File: config.mk
export PLATFORM = sky130hd
export DESIGN_NAME = muxn_pipe
export DESIGN_NICKNAME = d
export VERILOG_FILES = /design/src/rtl/muxn_pkg.sv /design/src/rtl/muxn_comb.sv /design/src/rtl/muxn_pipe.sv
export SDC_FILE = /design/constraint.sdc
export NUM_CORES = 1
export LEC_CHECK = 0
export BUFFER_PORTS_ARGS = -buffer_cell sky130_fd_sc_hd__buf_4
export CAP_MARGIN = 15
export CORE_UTILIZATION = 44
export CTS_CLUSTER_DIAMETER = 120
export DETAILED_ROUTE_END_ITERATION = 10
export PLACE_DENSITY = 0.74
export RECOVER_POWER = 25
export SLEW_MARGIN = 15
export SYNTH_ARGS = -nofsm -noshare
export SYNTH_HDL_FRONTEND = slang
export SYNTH_SLANG_ARGS = --single-unit
export TNS_END_PERCENT = 20
File: constraint.sdc
create_clock -name clk -period 1.25 [get_ports clk]
set_input_delay 0.125 -clock clk [delete_from_list [all_inputs] [get_ports clk]]
set_output_delay 0.125 -clock clk [all_outputs]
set_load 0.02 [all_outputs]
File: src/rtl/muxn_pkg.sv
// Shared definitions for the muxn_pipe select stage: skid-buffer fill states
// and the width of the optional illegal-beat counter.
package muxn_pkg;

  typedef enum logic [1:0] {
    EMPTY = 2'd0,
    ONE   = 2'd1,
    TWO   = 2'd2
  } fill_state_e;

  localparam int ERR_CNT_W = 16;

endpackage

File: src/rtl/muxn_comb.sv
// Purely combinational N-way select. Codes at or above NUM_IN yield zero data
// and raise illegal, so they can never alias onto a legal input.
module muxn_comb
  import muxn_pkg::*;
#(
  parameter int WIDTH  = 32,
  parameter int NUM_IN = 3,
  localparam int SEL_W = $clog2(NUM_IN)
) (
  input  logic [SEL_W-1:0]        sel,
  input  logic [NUM_IN*WIDTH-1:0] data,
  output logic [WIDTH-1:0]        y,
  output logic                    illegal
);

  localparam logic [SEL_W:0] NUM_IN_W = (SEL_W + 1)'(NUM_IN);

  always_comb begin
    y       = '0;
    illegal = ({1'b0, sel} >= NUM_IN_W);
    for (int i = 0; i < NUM_IN; i++) begin
      if (sel == SEL_W'(i)) begin
        y = data[i*WIDTH +: WIDTH];
      end
    end
  end

endmodule

File: src/rtl/muxn_pipe.sv
// N-way select feeding a 2-entry skid buffer with a valid/ready output stage.
// Defining MUXN_ERR_CNT_EN adds err_cnt, a saturating count of accepted illegal beats.
//
// Handshake: a beat moves when valid & ready are both high at a rising edge;
// a producer holds valid and its payload until that edge, and in_ready is
// a flop so it never depends combinationally on out_ready.
module muxn_pipe
  import muxn_pkg::*;
#(
  parameter int WIDTH  = 32,
  parameter int NUM_IN = 3,
  localparam int SEL_W = $clog2(NUM_IN)
) (
  input  logic                    clk,
  input  logic                    reset,
  input  logic                    in_valid,
  output logic                    in_ready,
  input  logic [SEL_W-1:0]        sel,
  input  logic [NUM_IN*WIDTH-1:0] data,
  output logic                    out_valid,
  input  logic                    out_ready,
  output logic [WIDTH-1:0]        y,
  output logic                    sel_err,
  output logic                    err_sticky,
  output fill_state_e             dbg_state
`ifdef MUXN_ERR_CNT_EN
  ,
  output logic [ERR_CNT_W-1:0]    err_cnt
`endif
);

  logic [WIDTH-1:0] sel_y;
  logic             sel_illegal;

  muxn_comb #(
    .WIDTH  (WIDTH),
    .NUM_IN (NUM_IN)
  ) u_comb (
    .sel     (sel),
    .data    (data),
    .y       (sel_y),
    .illegal (sel_illegal)
  );

  fill_state_e      state_q, state_d;
  logic             in_ready_q, in_ready_d;
  logic [WIDTH-1:0] main_data_q, main_data_d;
  logic             main_err_q, main_err_d;
  logic [WIDTH-1:0] skid_data_q, skid_data_d;
  logic             skid_err_q, skid_err_d;
  logic             err_sticky_q, err_sticky_d;
  logic             accept, deliver;

  assign accept  = in_valid & in_ready_q;
  assign deliver = (state_q != EMPTY) & out_ready;

  always_comb begin
    state_d      = state_q;
    main_data_d  = main_data_q;
    main_err_d   = main_err_q;
    skid_data_d  = skid_data_q;
    skid_err_d   = skid_err_q;
    err_sticky_d = err_sticky_q | (accept & sel_illegal);
    unique case (state_q)
      EMPTY: begin
        if (accept) begin
          main_data_d = sel_y;
          main_err_d  = sel_illegal;
          state_d     = ONE;
        end
      end
      ONE: begin
        if (accept && !deliver) begin
          skid_data_d = sel_y;
          skid_err_d  = sel_illegal;
          state_d     = TWO;
        end else if (accept && deliver) begin
          main_data_d = sel_y;
          main_err_d  = sel_illegal;
        end else if (deliver) begin
          state_d = EMPTY;
        end
      end
      TWO: begin
        // in_ready is low here, so only the drain path exists
        if (deliver) begin
          main_data_d = skid_data_q;
          main_err_d  = skid_err_q;
          state_d     = ONE;
        end
      end
      default: state_d = EMPTY;
    endcase
    in_ready_d = (state_d != TWO);
  end

  always_ff @(posedge clk) begin
    if (reset) begin
      state_q      <= EMPTY;
      in_ready_q   <= 1'b1;
      main_data_q  <= '0;
      main_err_q   <= 1'b0;
      skid_data_q  <= '0;
      skid_err_q   <= 1'b0;
      err_sticky_q <= 1'b0;
    end else begin
      state_q      <= state_d;
      in_ready_q   <= in_ready_d;
      main_data_q  <= main_data_d;
      main_err_q   <= main_err_d;
      skid_data_q  <= skid_data_d;
      skid_err_q   <= skid_err_d;
      err_sticky_q <= err_sticky_d;
    end
  end

`ifdef MUXN_ERR_CNT_EN
  logic [ERR_CNT_W-1:0] err_cnt_q, err_cnt_d;

  always_comb begin
    err_cnt_d = err_cnt_q;
    if (accept && sel_illegal && (err_cnt_q != '1)) begin
      err_cnt_d = err_cnt_q + ERR_CNT_W'(1);
    end
  end

  always_ff @(posedge clk) begin
    if (reset) begin
      err_cnt_q <= '0;
    end else begin
      err_cnt_q <= err_cnt_d;
    end
  end

  assign err_cnt = err_cnt_q;
`endif

  assign in_ready   = in_ready_q;
  assign out_valid  = (state_q != EMPTY);
  assign y          = main_data_q;
  assign sel_err    = main_err_q;
  assign err_sticky = err_sticky_q;
  assign dbg_state  = state_q;

endmodule

# Yosys cells after proc, flatten, opt, wreduce, memory -nomap -nowiden
# Cells that the tools add are included.
# W data, S select, Z words.
# word_totals
ff_bits	70
inputBits	102
# op_classes
magnitude_cmp	1
n_eq_ne	9
mux	19
bitwise	4
reduce_logical	9
# ops
operator	count
$mux W32	7
$pmux W32 S3	1
$mux W2	5
$ne A2 B2 Y1 const B	5
$pmux W2 S3	1
$reduce_and A5 Y1	1
$eq A2 B1 Y1 const B	2
$eq A2 B2 Y1 const B	2
$logic_not A2 Y1	2
$mux W1	4
$and A1 B1 Y1	3
$pmux W1 S3	1
$reduce_bool A3 Y1	1
$ge A2 B2 Y1 const B	1
$logic_and A1 B1 Y1	2
$reduce_and A2 Y1	1
$reduce_bool A2 Y1	1
$logic_not A1 Y1	1
$or A1 B1 Y1	1

# Logic depth before layout (Yosys ltp)
# Gate-level depths: netlist of run 1.
# depth
word_depth	7
ltp_mapped	7
depth_no_buf	4

# Modules after synthesis
# From an unflattened synthesis of run 1, not the netlist that was laid out.
# unflattened
hier_cells	388
hier_area_um2	4075.2
# modules_own_cells
module	instances	cells_each	area_per_inst_um2	seq_area_each_um2
muxn_pipe	1	310	3128.0	1401.3
muxn_comb	1	78	947.2	0.0

# Worst setup path before layout of run 1
# OpenSTA, ideal clock, no wires.
# synth_path
path_type	register -> register
startpoint	register in_ready_q (netlist: in_ready)
endpoint	register main_data_q[0] (netlist: y[0])
setup_ns	0.127
t_arrival_ns	1.409
t_required_ns	1.123
path_slack_ns	-0.285
path_stages_with_launch	7
n_path_buf	2
path_cell_list	dfxtp_1 > nand2_1 > o31ai_4 > or2_1 > buf_2 > buf_2 > o32ai_1
# synth_between
elab_chain_cells	4
elab_cells_between_ends	7
cone_classes	eq/ne: 3; bitwise: 1; reduce/logical: 3
# synth_rtl
item	line_no	source
start: declaration	muxn_pipe.sv:46	logic in_ready_q, in_ready_d;
start signal: assignment	muxn_pipe.sv:108	in_ready_q <= in_ready_d;
$and A1 B1 Y1 (*)	muxn_pipe.sv:54	assign accept = in_valid & in_ready_q;
$logic_and A1 B1 Y1, on equally long branches	muxn_pipe.sv:77, muxn_pipe.sv:73	
$ne A2 B2 Y1 (no source line)	-	
$reduce_and A5 Y1 (no source line) (*)	-	
end signal: assignment	muxn_pipe.sv:109	main_data_q <= main_data_d;
end: declaration	muxn_pipe.sv:47	logic [WIDTH-1:0] main_data_q, main_data_d;
# Mark *: on every way between the ends. The rest lies on a longest branch, timed or not.
# A chain may end at the register's enable or synchronous reset.

# Final worst setup path of run 1
# layout_path
startpoint	register state_q[0] (netlist: dbg_state[0])
endpoint	register main_data_q[8] (netlist: y[8])
# layout_between
elab_chain_cells	6
elab_cells_between_ends	15
cone_classes	eq/ne: 6; mux: 1; bitwise: 1; reduce/logical: 7
# layout_rtl
item	line_no	source
start: declaration	muxn_pipe.sv:45	fill_state_e state_q, state_d;
start signal: assignment	muxn_pipe.sv:107	state_q <= state_d;
$reduce_bool A2 Y1	muxn_pipe.sv:55	assign deliver = (state_q != EMPTY) & out_ready;
$and A1 B1 Y1	muxn_pipe.sv:55	
$logic_not A1 Y1	muxn_pipe.sv:73	if (accept && !deliver) begin
$logic_and A1 B1 Y1	muxn_pipe.sv:73	
$ne A2 B2 Y1 (no source line)	-	
$reduce_and A5 Y1 (no source line)	-	
# Several ways; a longest one is shown, not always the timed one.

==> results of run 1 <==
==> path summary, 6_finish.rpt <==
path / cells past startpoint / slack [ps] / start / to
setup / recovery: 6 / -200 / dbg_state[0] / y[8]
hold / removal: 3 / 110 / data[51] / skid_data_q[19]
setup reg to reg: 6 / -200 / dbg_state[0] / y[8]
hold reg to reg: 2 / 460 / y[26] / y[26]
==> metal layers <==
metal	GRT usage	wire, um
met1	0.318	4640
met2	0.453	5770
met3	0.0632	760
met4	0.126	320
met5	0	0
==> layout make-up <==
class | instances | area share
Inverter | 33 | 0.0224
Clock inverter | 6 | 0.0111
Sequential cell | 70 | 0.255
Tap cell | 102 | 0.0231
Clock buffer | 10 | 0.0249
Timing Repair Buffer | 177 | 0.282
Multi-Input combinational cell | 283 | 0.382
==> synth_stat cells (4+ instances only) <==
cell | number | share of area
nor2_1 | 99 | 0.10
clkbuf_1 | 9 | 0.0093
buf_2 | 19 | 0.026
mux2i_1 | 33 | 0.091
a211oi_1 | 54 | 0.11
o32ai_1 | 31 | 0.075
buf_4 | 8 | 0.017
a211oi_2 | 10 | 0.035
a21oi_1 | 33 | 0.046
dfxtp_1 | 70 | 0.39
buf_6 | 4 | 0.012
inv_1 | 33 | 0.034
==> what timing repair did <==
| item | CTS | global route |
|---|---|---|
| endpoints found under the setup margin | 67 | 67 |
| resized for setup | 35 | 24 |
| pin swaps | 26 | 8 |
| cloned | 5 | 1 |
| setup buffers | 7 | 0 |
| hold endpoints to repair | 0 | 0 |
| hold buffers | 0 | 0 |
==> critical path, delay by kind of cell (launching register included) <==
kind | cells | cell delay, ps
AOI/OAI and AO/OA | 2 | 400
buffers and inverters | 2 | 310
DFF | 1 | 350
and+or+nand+nor | 2 | 290
==> power by group <==
| part | internal (W) | switching, W | leakage [nW] |
|---|---|---|---|
| clock network | 0.000968 | 0.000877 | 0.102 |
| registers | 0.00236 | 0.0000870 | 0.572 |
| logic | 0.000750 | 0.000744 | 1.65 |
| total | 0.00408 | 0.00171 | 2.32 |
==> metrics by stage <==
step | TNS, ps | instance area, um2 | cells
final | -10200 | 5530 | 681
after global routing | -14330 | 5530 | 681
after CTS | -9740 | 5440 | 682
after detailed placement | -10350 | 4890 | 654
after global placement | -8140 | 4890 | 654
after floorplan | -6250 | 3660 | 428
==> cell families after synthesis <==
group,after synthesis,synth area share
compound gates,135,0.289
buf+inv,75,0.101
flops,70,0.386
mux,33,0.0911
simple gates,115,0.133
==> sequential cells by signal, summed over array words and instances (netlist names) <==
| name | cells |
|---|---|
| skid_data_q | 32 |
| y | 32 |
| dbg_state | 2 |
| err_sticky | 1 |
| in_ready | 1 |
| sel_err | 1 |
| skid_err_q | 1 |
==> summary.md, run 1 <==
| Metric | Value |
|---|---|
| Clock transition at path regs | `70 ps` |
| CP endpoint kind | `register` |
| CTS H-tree lvls | `3` |
| Num rows | `32` |
| Pleak | `2.32 nW` |
| FFs w/ async S/R, synth | `0` |
| Pre-CTS WS | `-228 ps` |
| Outcome | `complete, but fails checks` |
| Root Buffer | `clkbuf_8` |
| Footprint of the multi-input gates | `2110 um2` |
| Die area | `8610 um2` |
| Largest net degree at the start of global routing | `34` |
| Nets@finish | `676` |
| Commonest non-fill, non-tap cell in the layout | `buf_4` |
| Setup crit start kind | `register` |
| First-pass GRT wire length | `18100 um` |
| DRC Markers | `0` |
| Pins over their slew limit | `0` |
| Clock sinks | `70` |
| Antenna Cells | `0` |
| Via count | `3871` |
| Vias/cell | `5.68` |
| Initial core utilization | `0.462` |
| Total power | `0.00579 W` |
| Setup CP Type | `reg -> reg` |
| Ys Warns | `0` |
| Starting DRC count in detailed routing | `277` |
| CP cell instances | `buf_4, nand3b_1, o31ai_4, nand2b_4, buf_12, o32ai_1` |
| Per-cell routed wire length | `16.9 um` |
| Synth Register Bits | `70` |
| Crit-path max cell delay | `350 ps` |
| Clock skew | `6.06 ps` |
| Clock latency on the worst-skew pair | `350 ps` |
| Initial antenna violation count | `0` |
| Final min period | `1450 ps` |
| Core Util, Final | `0.704` |
| Inserted Clock Buffers | `9` |
| Drt first pass iters | `7` |
| Sequential fraction of the synthesis area | `0.386` |
| Post-Syn Nets | `530` |
| Mean post-synth cell area | `8.47 um2` |
| GR Overflow Total | `0` |
| Commonest cells after routing, fill and taps aside | `buf_4, nor2_1, dfxtp_1` |
| Failing checks | `negative setup slack` |
| Most common flop cell mapped by yosys | `dfxtp_1` |
| Final setup vio count | `67` |
| CTS tree | `built` |
| Worst-Margin Slew | `384 ps` |
| Max Fclk | `0.690 GHz` |
| Port buffer count | `139` |
| IO Count | `140` |
| Vias in the first global route | `3840` |
| WHS | `113 ps` |
| Worst-case clock buffer depth | `2` |
| Slowest cell on crit path | `dfxtp_4` |
| Synth Cell Area | `3630 um2` |
| Seq. cell area | `1410 um2` |
| Core Box Area | `7850 um2` |
| Data required, critical path | `1510 ps` |
| Hold Crit Class | `in -> reg` |
| Post-Route WL | `11500 um` |
| Layout cell share with drive strength beyond 1 | `0.420` |
| Antenna Nets Post-Route | `0` |
| RSZ-0062 raised after global routing | `true` |
| Placer Congestion | `0.800` |
| Mapped Cells | `428` |
| Slew headroom | `0.742` |
| Max_cap viols | `0` |
| Die width | `92.8 um` |
| CP arrival | `1700 ps` |
| Area growth, synth to finish | `52.4%` |
| Final WS setup | `-199 ps` |
| Crit share post-route | `1.16` |
| Number of flops mapped to enable cells by yosys | `0` |
| Fillers | `608` |
| PD cells | `1050 nW/um2` |
| VDD IR max | `0.608 mV` |
| Die Span Y | `92.8 um` |
| Dpl hpwl | `7090 um` |
| Synth cell types | `31` |
| Fin. Hold Viols | `0` |
| Worst-path fanout max | `26` |
| GRT Total Usage | `0.268` |
No activity file was read; power rests on OpenSTA's default activity.
==> run 2, diff against run 1 <==
SKIP_LAST_GASP = 1   (was default)
==> run 2 against run 1 <==
The run still ends with negative setup slack left. Critical path type unchanged. Design area is 1.7% lower. Hold slack improved by 2.0 ps. Sequential share of layout area is 0.44 points higher. Clock power about the same. Register-to-register slack about the same. Critical endpoint is now skid_data_q[12]. Setup slack lost 12 ps. Critical path depth unchanged. Maximum frequency fell by 0.83%. Non-clock buffer count increased by 1.
==> summary.md, run 2 (synthesized netlist as in run 1, its figures left out) <==
| Metric | Value |
|---|---|
| Outcome | `complete, but fails checks` |
| Failing checks | `negative setup slack` |
| Slowest cell on crit path | `dfxtp_4` |
| Uppermost layer routed | `met4` |
| Setup crit start kind | `register` |
| Clock transition at path regs | `80 ps (about the same)` |
| Cts hold-fix bufs | `0 (unchanged)` |
| GR Overflow Total | `0 (unchanged)` |
| Non-Filler Instances | `682 (+0.15%)` |
| IO Count | `140 (unchanged)` |
| Vias in the first global route | `3769 (-1.8%)` |
| Pleak | `2.30 nW (-1.0%)` |
| Initial core utilization | `0.462 (unchanged)` |
| Worst-path fanout max | `17 (-35%)` |
| CP endpoint kind | `register` |
| Post-Route WL | `11300 um (-2.0%)` |
| Commonest cells after routing, fill and taps aside | `buf_4, nor2_1, dfxtp_1` |
| Fin. Hold Viols | `0 (unchanged)` |
| Die area | `8610 um2 (unchanged)` |
| Crit path max-delay family | `simple AND/OR/NAND/NOR gates` |
| Worst-Margin Slew | `370 ps (-13.8 ps)` |
| DRC Markers | `0 (unchanged)` |
| RSZ-0062 raised after global routing | `true` |
| Final min period | `1460 ps (+12.2 ps)` |
| CP arrival | `1720 ps (+20 ps)` |
| Nets@finish | `677 (+0.15%)` |
| Inserted Clock Buffers | `9 (unchanged)` |
| Setup TNS | `-11010 ps (-806 ps)` |
| Area growth, synth to finish | `49.8%` |
| Placed Cells | `654 (unchanged)` |
| Dpl hpwl | `7090 um (unchanged)` |
| Clock skew | `6.07 ps (+0.00846 ps)` |
| CTS tree | `built` |
| Clock latency on the worst-skew pair | `350 ps (about the same)` |
| Per-cell routed wire length | `16.5 um (-2.2%)` |
| CTS H-tree lvls | `3 (unchanged)` |
| DP Area | `4890 um2 (unchanged)` |
| Critical path buffers and inverters | `2 (unchanged)` |
| CP cell instances | `nor2b_4, nor3b_4, buf_6, buf_12, nor2_1, a211oi_1` |
| Max_cap viols | `0 (unchanged)` |
| GRT Total Usage | `0.262 (-0.00581)` |
| Drt first pass iters | `5 (-2)` |
| WL met1 | `4690 um (+1.1%)` |
| Data required, critical path | `1510 ps (about the same)` |
| First-pass GRT wire length | `17800 um (-1.8%)` |
| Core Box Area | `7850 um2 (unchanged)` |
| Pins over their slew limit | `0 (unchanged)` |
| Setup CP Type | `reg -> reg` |
| Finished Cell Area | `5430 um2 (-1.7%)` |
| Max Fclk | `0.685 GHz (-0.83%)` |
| Worst-case clock buffer depth | `2 (unchanged)` |
| Met2 WL | `5690 um (-1.5%)` |
| Clock sinks | `70 (unchanged)` |
| Layout cell share with drive strength beyond 1 | `0.398 (-0.0214)` |
| Antenna Cells | `0 (unchanged)` |
| PD cells | `1060 nW/um2 (+0.77%)` |
| Commonest non-fill, non-tap cell in the layout | `buf_4` |
| Die width | `92.8 um (unchanged)` |
| Die Span Y | `92.8 um (unchanged)` |
| Via count | `3808 (-1.6%)` |
| Crit share post-route | `1.17 (+0.00972)` |
| Placer Congestion | `0.800 (unchanged)` |
| Largest net degree at the start of global routing | `34 (unchanged)` |
| VDD IR max | `0.612 mV (+0.58%)` |
| Hold Crit Class | `in -> reg` |
| Num rows | `32 (unchanged)` |
| Starting DRC count in detailed routing | `230 (-17%)` |
| Met3 wire length | `639 um (-16%)` |
| Vias/cell | `5.58 (-1.8%)` |
| Root Buffer | `clkbuf_8` |
| Antenna Nets Post-Route | `0 (unchanged)` |
| Initial antenna violation count | `0 (unchanged)` |
| Crit-path max cell delay | `350 ps (about the same)` |
| Slew headroom | `0.753 (+0.0107)` |
| Port buffer count | `139 (unchanged)` |
| Total power | `0.00574 W (-0.94%)` |
| Final WS setup | `-211 ps (-12.2 ps)` |
| Final setup vio count | `67 (unchanged)` |
[run 2: worst paths after layout]
path                     start         endpoint  depth (start not counted)  slack [ps]
hold / removal        data[51]  skid_data_q[19]                          3         110
hold reg to reg          y[22]            y[22]                          2         460
setup / recovery  dbg_state[0]  skid_data_q[12]                          6        -210
setup reg to reg  dbg_state[0]  skid_data_q[12]                          6        -210
[run 2: repair_timing]
action                     4_1_cts  5_1_grt
pin swaps                       17        1
gates cloned                     5        1
gates resized for setup         25       13
setup endpoints to repair       67       67
hold endpoints to repair         0        0
buffers inserted                 7        0
[run 2: cell type report]
class                      instances  area [um2]
clock buffer                      10         138
clock inverter                     6        61.3
fill                             625        2410
inverter                          33         124
multi-input combinational        283        2010
sequential                        70        1410
tap                              102         128
timing repair buffer             178        1560
[run 2: where the power goes]
part	internal (W)	leakage, nW	switching, W
sequential	0.00236	0.572	0.0000858
combinational	0.000725	1.62	0.000715
clock	0.000968	0.102	0.000878
total	0.00406	2.30	0.00168
[run 2: worst reg2reg max path: cells and delay by family (launching register included)]
family | cells | cell delay, ps
DFF | 1 | 350
AOI/OAI and AO/OA | 1 | 220
and+or+nand+nor | 3 | 460
buffers and inverters | 2 | 350
[run 2: metal layers]
metal	vias up	GRT usage
met3	21	0.0517
met5	-	0
li1	1839	-
met1	1804	0.318
met4	0	0.124
met2	144	0.442
[run 2: per-stage QoR]
step | util | hold WS (ps) | worst slack, ps
finish | 0.692 | 115 | -211
floorplan | - | 243 | -124
global placement | 0.624 | 444 | -153
global route | 0.692 | 110 | -263
CTS | 0.687 | 114 | -177
detailed placement | 0.624 | 447 | -228
==> run 3, diff against run 2 <==
CORE_UTILIZATION = 46   (was 44)
CTS_BUF_LIST = sky130_fd_sc_hd__clkbuf_4 sky130_fd_sc_hd__clkbuf_8   (was default)
PLACE_DENSITY = 0.77   (was 0.74)
==> run 3 against run 2 <==
The run still ends with negative setup slack left. Clock skew rose by 3.3 ps. Sequential cell count did not move. Die area fell by 4.3%. Critical path type unchanged.
==> summary.md, run 3 (synthesized netlist as in run 1, its figures left out) <==
| Metric | Value |
|---|---|
| Failing checks | `negative setup slack` |
| Post-Route WL | `11200 um (-0.85%)` |
| Antenna Nets Post-Route | `0 (unchanged)` |
| Commonest non-fill, non-tap cell in the layout | `buf_4` |
| Max Fclk | `0.662 GHz (-3.4%)` |
| First-pass GRT wire length | `17800 um (+0.19%)` |
| Finished Cell Area | `5360 um2 (-1.4%)` |
| Antenna Cells | `0 (unchanged)` |
| Port buffer count | `139 (unchanged)` |
| RSZ-0062 raised after global routing | `true` |
| Final setup vio count | `67 (unchanged)` |
| Die width | `90.8 um (-2.2%)` |
| Switch Pwr | `0.00170 W (+1.0%)` |
| DRC Markers | `0 (unchanged)` |
| Vias/cell | `5.60 (+0.33%)` |
| Combinational share of power | `0.247 (-0.004)` |
| Cts hold-fix bufs | `0 (unchanged)` |
| Slew headroom | `0.742 (-0.0110)` |
| Area growth, synth to finish | `47.8%` |
| Clock transition at path regs | `80 ps (about the same)` |
| Layout cell share with drive strength beyond 1 | `0.391 (-0.00757)` |
| Vias in the first global route | `3839 (+1.9%)` |
| Root Buffer | `clkbuf_8` |
| Nets@finish | `678 (+0.15%)` |
| Hold Crit Class | `in -> reg` |
| Clock skew | `9.42 ps (+3.35 ps)` |
| Data required, critical path | `1500 ps (about the same)` |
| P_int | `0.00407 W (+0.20%)` |
| VDD IR max | `0.672 mV (+9.8%)` |
| Worst-Margin Slew | `387 ps (+16.5 ps)` |
| Core Box Area | `7690 um2 (-2.0%)` |
| Worst-case clock buffer depth | `2 (unchanged)` |
| Outcome | `complete, but fails checks` |
| WHS | `121 ps (+6.37 ps)` |
| Crit share post-route | `1.21 (+0.0407)` |
| Max_cap viols | `0 (unchanged)` |
| CP arrival | `1760 ps (+40 ps)` |
| CTS tree | `built` |
| CP endpoint kind | `register` |
| Clock latency on the worst-skew pair | `340 ps (about the same)` |
| CTS H-tree lvls | `3 (unchanged)` |
| Pins over their slew limit | `0 (unchanged)` |
| Setup CP Type | `reg -> reg` |
| Fin. Hold Viols | `0 (unchanged)` |
| PD cells | `1080 nW/um2 (+1.9%)` |
| Fillers | `608 (-2.7%)` |
| Starting DRC count in detailed routing | `197 (-14%)` |
| Via count | `3826 (+0.47%)` |
| Sw frac | `0.294 (+0.00174)` |
| Worst-path fanout max | `9 (-8)` |
| Setup crit start kind | `register` |
| Die Span Y | `90.8 um (-2.2%)` |
| GR Overflow Total | `0 (unchanged)` |
| Die area | `8240 um2 (-4.3%)` |
| GRT Total Usage | `0.268 (+0.00616)` |
| Placer Congestion | `0.783 (-2.1%)` |
| Reg-to-reg startpoint | `dbg_state[0]` |
| Dpl hpwl | `7450 um (+5.0%)` |
| Largest net degree at the start of global routing | `37 (+8.8%)` |
| Initial core utilization | `0.472 (+0.00963)` |
| Per-cell routed wire length | `16.3 um (-1.0%)` |
| Seq pwr share | `0.424 (-0.003)` |
| Pleak | `2.27 nW (-1.1%)` |
| Inserted Clock Buffers | `9 (unchanged)` |
| Final WS setup | `-261 ps (-50.8 ps)` |
| Final min period | `1510 ps (+50.8 ps)` |
| Clk pwr share | `0.329 (+0.007)` |
| Commonest cells after routing, fill and taps aside | `buf_4, nor2_1, dfxtp_1` |
| Clock sinks | `70 (unchanged)` |
| Drt first pass iters | `4 (-1)` |
| DP Area | `4910 um2 (+0.26%)` |
| IO Count | `140 (unchanged)` |
| Worst Hold Launch | `data[60]` |
| CP Launch Point | `dbg_state[0]` |
| Num rows | `32 (unchanged)` |
| Initial antenna violation count | `0 (unchanged)` |
[run 3: changes by cell type in the layout (fill, tap and decap cells not counted), moves of 2 or more]
cell	change
clkinv_2	-3
nor2_1	+5
nor2_2	-3
a211oi_1	+3
buf_4	+7
a211oi_2	-3
buf_16	-2
nor2_4	-2
buf_12	-2
[run 3: cell type report]
type                    count  area, um2  share of cell area
inverters                  33        124              0.0231
repair buffers            179       1510               0.281
multi-input cells         283       1990               0.371
flip-flops and latches     70       1410               0.263
clock buffers              10        138              0.0257
clock inverters             6       68.8              0.0128
well taps                 102        128              0.0238
[run 3: repair_timing]
action,CTS,global route
endpoints found under the setup margin,67,70
pin swaps,2,3
buffers inserted,3,1
gates resized for setup,20,7
cloned,3,1
[run 3: path summary, 6_finish.rpt]
check	slack [ps]	cells past startpoint	end
max	-260	6	skid_data_q[19]
min	120	3	skid_data_q[28]
max reg2reg	-260	6	skid_data_q[19]
min reg2reg	460	2	y[26]
[run 3: power groups by stage]
stage / sequential [W] / combinational (W) / clock (W)
CTS: 0.00244 / 0.00141 / 0.00191
floorplan: 0.00259 / 0.000627 / 0
global placement: 0.00249 / 0.00128 / 0
finish: 0.00244 / 0.00142 / 0.00189
global route: 0.00246 / 0.00153 / 0.00203
detailed placement: 0.00249 / 0.00132 / 0
[run 3: metal layers]
metal	share of wire	wire [um]	track usage	vias to the layer above
met2	0.51	5640	0.458	151
met5	0	0	0	-
met1	0.41	4550	0.326	1818
met4	0.024	269	0.119	0
met3	0.062	692	0.0505	24
li1	-	-	-	1833
[run 3: per-stage QoR]
step / setup WS, ps / instances / utilization / total power, W / setup TNS, ps
final: -261 / 683 / 0.697 / 0.00576 / -9980
after global routing: -342 / 683 / 0.697 / 0.00602 / -15740
after CTS: -174 / 681 / 0.693 / 0.00576 / -9460
after detailed placement: -253 / 659 / 0.638 / 0.00381 / -11560
after global placement: -157 / 659 / 0.638 / 0.00377 / -8140
after floorplan: -124 / 428 / - / 0.00321 / -6250
[run 3: critical path, cell delays in order (launching register included)]
cell and delay, ps:
dfxtp_4 360, nor2b_4 190, nor3b_4 220, buf_6 180, clkbuf_16 170, nor2_1 70
a211oi_2 240
